`config.mk`:
```
export PLATFORM = sky130hd
export DESIGN_NAME = mac_bitserial_ctrl
export DESIGN_NICKNAME = d
export VERILOG_FILES = /design/src/rtl/mac_bitserial_pkg.sv /design/src/rtl/mac_bitserial_ctrl_lowest_set_col.sv /design/src/rtl/mac_bitserial_ctrl.sv
export SDC_FILE = /design/constraint.sdc
export NUM_CORES = 1
export LEC_CHECK = 0
export CORE_MARGIN = 4
export CORE_UTILIZATION = 25
export DETAILED_ROUTE_END_ITERATION = 8
export GPL_TIMING_DRIVEN = 0
export HOLD_SLACK_MARGIN = 0.08
export MAX_ROUTING_LAYER = met4
export SYNTH_ARGS = -nofsm -noshare
export SYNTH_HDL_FRONTEND = slang
export SYNTH_SLANG_ARGS = --single-unit
```
`constraint.sdc`:
```
create_clock -name clk -period 6.5 [get_ports clk]
set_input_delay 1.3 -clock clk [delete_from_list [all_inputs] [get_ports clk]]
set_output_delay 1.3 -clock clk [all_outputs]
set_load 0.05 [all_outputs]
```
`src/rtl/mac_bitserial_pkg.sv`:
```
// Shared types and constants for the bit-serial MAC sequencer.
package mac_bitserial_pkg;

    typedef enum logic [1:0] {
        ST_IDLE = 2'd0,
        ST_LOAD = 2'd1,
        ST_RUN  = 2'd2,
        ST_DONE = 2'd3
    } ctrl_state_t;

    localparam int COL_BITS     = 3;
    localparam int NUM_COLS     = 8;
    localparam int DATA_WIDTH   = 8;
    localparam int RESULT_WIDTH = DATA_WIDTH + 16;

    // Magnitude of a two's-complement weight; -128 maps to 0x80.
    function automatic logic [DATA_WIDTH-1:0] sm_mag(input logic signed [DATA_WIDTH-1:0] w);
        return w[DATA_WIDTH-1] ? (~w + 1'b1) : w;
    endfunction

endpackage

```
`src/rtl/mac_bitserial_ctrl_lowest_set_col.sv`:
```
// Priority encoder: index of the lowest set bit of an 8-bit column mask.
module lowest_set_col
    import mac_bitserial_pkg::*;
(
    input  logic [NUM_COLS-1:0] vec,
    output logic [COL_BITS-1:0] idx,
    output logic                none
);

    // Scan from the top so the lowest set bit wins.
    always_comb begin
        idx  = '0;
        none = (vec == '0);
        for (int i = NUM_COLS - 1; i >= 0; i--) begin
            if (vec[i]) begin
                idx = COL_BITS'(i);
            end
        end
    end

endmodule

```
`src/rtl/mac_bitserial_ctrl.sv`:
```
// Sequencer for one signed 8-lane bit-serial MAC: accepts a job, walks the
// non-zero weight bit-columns lowest first, then returns the accumulated result.
module mac_bitserial_ctrl
    import mac_bitserial_pkg::*;
#(
    parameter int DATA_WIDTH = 8,
    parameter int VEC_LENGTH = 8
) (
    input  logic                         clk,
    input  logic                         reset,
    input  logic                         in_valid,
    output logic                         in_ready,
    input  logic signed [DATA_WIDTH-1:0] in_act    [VEC_LENGTH],
    input  logic signed [DATA_WIDTH-1:0] in_weight [VEC_LENGTH],
    output logic                         mac_reset,
    output logic signed [DATA_WIDTH-1:0] mac_act   [VEC_LENGTH],
    output logic [VEC_LENGTH-1:0]        mac_sign,
    output logic [VEC_LENGTH-1:0]        mac_w_bit,
    output logic [COL_BITS-1:0]          mac_column_idx,
    input  logic signed [DATA_WIDTH+15:0] mac_result,
    output logic                         out_valid,
    input  logic                         out_ready,
    output logic signed [DATA_WIDTH+15:0] out_result,
    output logic [3:0]                   out_cycles
);

    ctrl_state_t                  state_q, state_d;
    logic signed [DATA_WIDTH-1:0] act_q [VEC_LENGTH];
    logic signed [DATA_WIDTH-1:0] act_d [VEC_LENGTH];
    logic [DATA_WIDTH-1:0]        mag_q [VEC_LENGTH];
    logic [DATA_WIDTH-1:0]        mag_d [VEC_LENGTH];
    logic [VEC_LENGTH-1:0]        sign_q, sign_d;
    logic [NUM_COLS-1:0]          mask_q, mask_d;
    logic [3:0]                   cycles_q, cycles_d;
    logic                         mac_reset_q, mac_reset_d;
    logic                         in_ready_q, in_ready_d;
    logic                         out_valid_q, out_valid_d;
    logic [VEC_LENGTH-1:0]        w_bit_q, w_bit_d;
    logic [VEC_LENGTH-1:0]        sign_out_q, sign_out_d;
    logic [COL_BITS-1:0]          col_q, col_d;

    logic [DATA_WIDTH-1:0]        in_mag [VEC_LENGTH];
    logic [VEC_LENGTH-1:0]        in_sign;
    logic [NUM_COLS-1:0]          in_colmask;
    logic [COL_BITS-1:0]          col_sel;
    logic                         col_none;

    // Sign-magnitude conversion of the offered weights, one lane per instance.
    for (genvar gi = 0; gi < VEC_LENGTH; gi++) begin : g_lane
        assign in_mag[gi]  = sm_mag(in_weight[gi]);
        assign in_sign[gi] = in_weight[gi][DATA_WIDTH-1];
    end

    // Columns that carry at least one set magnitude bit in any lane.
    always_comb begin
        in_colmask = '0;
        for (int i = 0; i < VEC_LENGTH; i++) begin
            in_colmask = in_colmask | in_mag[i][NUM_COLS-1:0];
        end
    end

    // One encoder on the remaining mask selects the next column and flags the end.
    lowest_set_col u_col_sel (
        .vec  (mask_q),
        .idx  (col_sel),
        .none (col_none)
    );

    // Next-state and next-output logic; outputs are registered with the state.
    always_comb begin
        state_d     = state_q;
        act_d       = act_q;
        mag_d       = mag_q;
        sign_d      = sign_q;
        mask_d      = mask_q;
        cycles_d    = cycles_q;
        mac_reset_d = mac_reset_q;
        in_ready_d  = in_ready_q;
        out_valid_d = out_valid_q;
        w_bit_d     = '0;
        sign_out_d  = '0;
        col_d       = '0;
        case (state_q)
            ST_IDLE: begin
                mac_reset_d = 1'b1;
                in_ready_d  = 1'b1;
                if (in_valid) begin
                    state_d     = ST_LOAD;
                    act_d       = in_act;
                    mag_d       = in_mag;
                    sign_d      = in_sign;
                    mask_d      = in_colmask;
                    cycles_d    = '0;
                    mac_reset_d = 1'b0;
                    in_ready_d  = 1'b0;
                end
            end
            // LOAD and RUN share the column walk: the remaining mask decides.
            ST_LOAD, ST_RUN: begin
                if (col_none) begin
                    state_d     = ST_DONE;
                    out_valid_d = 1'b1;
                end else begin
                    state_d    = ST_RUN;
                    col_d      = col_sel;
                    sign_out_d = sign_q;
                    for (int i = 0; i < VEC_LENGTH; i++) begin
                        w_bit_d[i] = mag_q[i][col_sel];
                    end
                    mask_d   = mask_q & ~(NUM_COLS'(1) << col_sel);
                    cycles_d = cycles_q + 4'd1;
                end
            end
            ST_DONE: begin
                if (out_ready) begin
                    state_d     = ST_IDLE;
                    out_valid_d = 1'b0;
                    in_ready_d  = 1'b1;
                    mac_reset_d = 1'b1;
                end
            end
            default: state_d = ST_IDLE;
        endcase
    end

    // State and output registers with asynchronous reset.
    always_ff @(posedge clk or posedge reset) begin
        if (reset) begin
            state_q     <= ST_IDLE;
            act_q       <= '{default: '0};
            mag_q       <= '{default: '0};
            sign_q      <= '0;
            mask_q      <= '0;
            cycles_q    <= '0;
            mac_reset_q <= 1'b1;
            in_ready_q  <= 1'b1;
            out_valid_q <= 1'b0;
            w_bit_q     <= '0;
            sign_out_q  <= '0;
            col_q       <= '0;
        end else begin
            state_q     <= state_d;
            act_q       <= act_d;
            mag_q       <= mag_d;
            sign_q      <= sign_d;
            mask_q      <= mask_d;
            cycles_q    <= cycles_d;
            mac_reset_q <= mac_reset_d;
            in_ready_q  <= in_ready_d;
            out_valid_q <= out_valid_d;
            w_bit_q     <= w_bit_d;
            sign_out_q  <= sign_out_d;
            col_q       <= col_d;
        end
    end

    assign in_ready       = in_ready_q;
    assign mac_reset      = mac_reset_q;
    assign mac_act        = act_q;
    assign mac_sign       = sign_out_q;
    assign mac_w_bit      = w_bit_q;
    assign mac_column_idx = col_q;
    assign out_valid      = out_valid_q;
    assign out_result     = mac_result;
    assign out_cycles     = cycles_q;

endmodule
```
==> impl_metrics.tcl <==
set metrics [dict create \
    hp-class "reg2reg" \
    cts_root_buf "clkbuf_16" \
    ir_drop_mv 0.2769 \
    timing.final.crit_share_pct 53.53 \
    cp.arrival_ns 2.18 \
    max_stage_delay_ns 0.80 \
    dp_hpwl_um 21830 \
    drv_slew 0 \
    avgSynthCellArea_um2 10.73 \
    worstPathMaxFanout 1 \
    insertion_delay_ns 0.45 \
    grt_pass1_vias 7402 \
    setup_slack_ns 3.021 \
    die_area_mm2 0.03756 \
    initialDrtViolationCount 449 \
    drc 0 \
    cts_tree "built" \
    clockBufferDepth 2 \
    syn_nets 971 \
    ys_seq_area_share_pct 49.59 \
    max_slew_margin_pct 46.66 \
    firstDrtPassIters 5 \
    finClkSkew_ns 0.01597 \
    path_cells "buf_4 -> clkdlybuf4s50_1" \
    hold_viol_final 0 \
    synth_ff_type "dfrtp_1" \
    cts_resized 0 \
    rows 67 \
    io_buffers 237 \
    post_drt_wl_per_cell_um 18.96 \
    synth-seq-cells 171 \
    critPathKind "in2out" \
    grt_usage_pct 15.50 \
    startpoint_type "input port" \
    multi_input_area_mm2 0.003845 \
    tightest_slew_ns 0.8001 \
    tns_ns 0 \
    synth_area_leaders "dfrtp_1, mux2_2, o21ai_0" \
    timing.critical_path.buf_inv 2 \
    htree_levels 4 \
    synthMuxAreaShare_pct 12.22 \
    synth_compound_area_share_pct 14.41 \
    ctsHoldBuffers 0 \
    crit_slowest_cell "clkdlybuf4s50_1" \
    antenna_found_initial 1 \
    synthArstFlopShare_pct 100.0 \
    nNetsFinal 1228 \
    gp_congestion 0.9446 \
    synthAdderAreaFrac_pct 1.595 \
    synth.yosys.warnings 0 \
    required_ns 5.20 \
    die_h_um 193.8 \
    start_util_pct 25.55 \
    rsz0062_at_grt "no" \
    syn2layout_area_growth_pct 41.56 \
    cts_buffers 17 \
    holdWs_ns 0.4785 \
    wirelength_um 28870 \
    synthesis.area_mm2 0.008631 \
    synth.top_cell.area_share_pct 49.29 \
    finalSetupViolCount 0 \
    cp-end-kind "output port" \
    vias 7303 \
    final-seq-area_mm2 0.004280 \
    coreArea_mm2 0.03378 \
    grt_overflow_total 0 \
    dieWidth_um 193.8 \
    p_per_area_mw_per_mm2 505.6 \
    stdcell_area_mm2 0.01222 \
    min_period_ns 3.479 \
    post-cts-setup-buffer-count 0 \
    synth_xor_area_share_pct 3.653 \
    synth_area_leader_cell "dfrtp_1" \
    pre_cts_slack_ns 2.683 \
    ios 270 \
    postRouteAntennaNets 0 \
    critPathTopFamily "buffers and inverters" \
    synth_edf_count 0 \
    synth-simple-area-share_pct 12.67 \
    grt_max_degree 94 \
    outcome "finished clean" \
    synth_cell_types 61 \
    fmax_ghz 0.2874 \
    maxCapViolCount 0 \
    drive_gt1_share_pct 16.85 \
    syn-instance-count 804 \
    clock-sinks 171 \
    final_core_util_pct 36.17 \
    clk_pin_slew_ns 0.07 \
    synth_top_family_by_area "compound AO/OA/AOI/OAI gates" \
    power.leakage_nw 5.022 \
    fillerInstances 3351 \
    grt_pass1_wl_um 44100 \
    routed_via_density 4.795 \
    place_area_mm2 0.01160 \
]
[cell usage after synthesis, drive strengths merged, types with 4 or more instances]
cell type and n:
nor4b 6, o21bai 7, mux2i 12, nand4 10
nand3 14, inv 31, nor4 14, nor2b 16
a21oi 14, xor2 15, a22oi 8, nand2 67
or3 6, o211ai 4, dfrtp 170, a21boi 15
nor2 24, o31ai 16, o21ai 62, clkbuf 27
nand2b 5, and3 10, mux2 83, xnor2 21
ha 11, o21a 16, buf 43, o221ai 5
nor3 15, o22ai 5, a31o 4, o2111ai 16
[logic make-up (layout without fill, tap and decap cells)]
group / count (synthesis) / after routing
compound gates: 182 / 182
xor+xnor: 36 / 36
fa+ha+maj: 11 / 11
buf+inv: 102 / 372
flops: 171 / 171
mux: 95 / 95
other cells: 0 / 1
simple gates: 207 / 207
[routing by layer]
| layer | wire (um) | up-vias | share of wire (%) | track usage, % |
|---|---|---|---|---|
| met5 | 0 | - | 0 | - |
| met4 | 833 | 0 | 2.9 | 5.455 |
| met3 | 1972 | 58 | 6.8 | 3.962 |
| met2 | 13760 | 325 | 48 | 24.80 |
| met1 | 12310 | 3541 | 43 | 19.12 |
| li1 | - | 3379 | - | - |
[stage by stage]
| stage | total power, mW | std cells |
|---|---|---|
| 3_5_place_dp | 5.114 | 1490 |
| 5_1_grt | 6.509 | 1523 |
| 4_1_cts | 6.231 | 1522 |
| 2_1_floorplan | 3.975 | 804 |
| 6_report | 6.178 | 1523 |
| 3_3_place_gp | 5.074 | 1489 |
[path summary, 6_finish.rpt]
kind	start	endpoint	slack, ns	cells past startpoint
min	mag_q[54]	mag_q[54]	0.48	2
min in group asynchronous	reset	mac_act[45]	1.32	2
min reg2reg	mag_q[54]	mag_q[54]	0.48	2
max reg2reg	state_q[0]	mac_act[0]	3.86	6
max in group asynchronous	reset	mac_act[55]	4.29	3
max	mac_result[19]	out_result[19]	3.02	2
[power breakdown]
part           internal, mW  switching [mW]
registers              1.56           0.252
logic                  1.22            2.06
clock network         0.590           0.502
[sequential cells by signal, summed over array words and instances (netlist names), 3 cells and up]
name,count
sign_q,8
mask_q,8
mag_q,64
mac_sign,8
out_cycles,4
mac_w_bit,8
mac_column_idx,3
mac_act,64
[cells in the final DEF, fill, tap and decap left out, types with 4 or more instances in the layout]
cell	Yosys	layout
inv_8	0	5
and3_1	10	10
a21boi_0	15	15
a21oi_1	14	14
mux2_2	80	80
a22oi_1	6	6
ha_1	11	11
nor4b_1	6	6
o21ai_0	61	61
buf_4	25	25
clkdlybuf4s50_1	0	237
dfrtp_1	170	170
o31ai_1	16	16
nand4_1	10	10
o2111ai_1	16	16
o21bai_1	6	6
o21a_2	5	5
nor3_1	15	15
xnor2_1	21	21
nand2_1	67	67
or3_1	6	6
nor2b_1	16	16
buf_2	17	17
nor2_1	24	24
clkbuf_16	0	17
o22ai_1	5	5
clkbuf_1	27	27
nand3_1	14	14
nor4_1	13	13
o21a_1	11	11
nand2b_1	5	5
mux2i_1	12	12
xor2_1	15	15
inv_1	31	30
a31o_2	4	4
inv_6	0	7
[final cells by class]
cell class                 instances  share of cell area (%)
tap                              448                   4.588
multi-input combinational        531                   31.47
inverter                          32                   1.045
sequential                       171                   35.03
buffer                            70                   3.154
antenna                            1                 0.02048
clock buffer                      17                   3.482
timing repair buffer             238                   19.64
clock inverter                    15                   1.567
(Power assumes the default switching activity.)
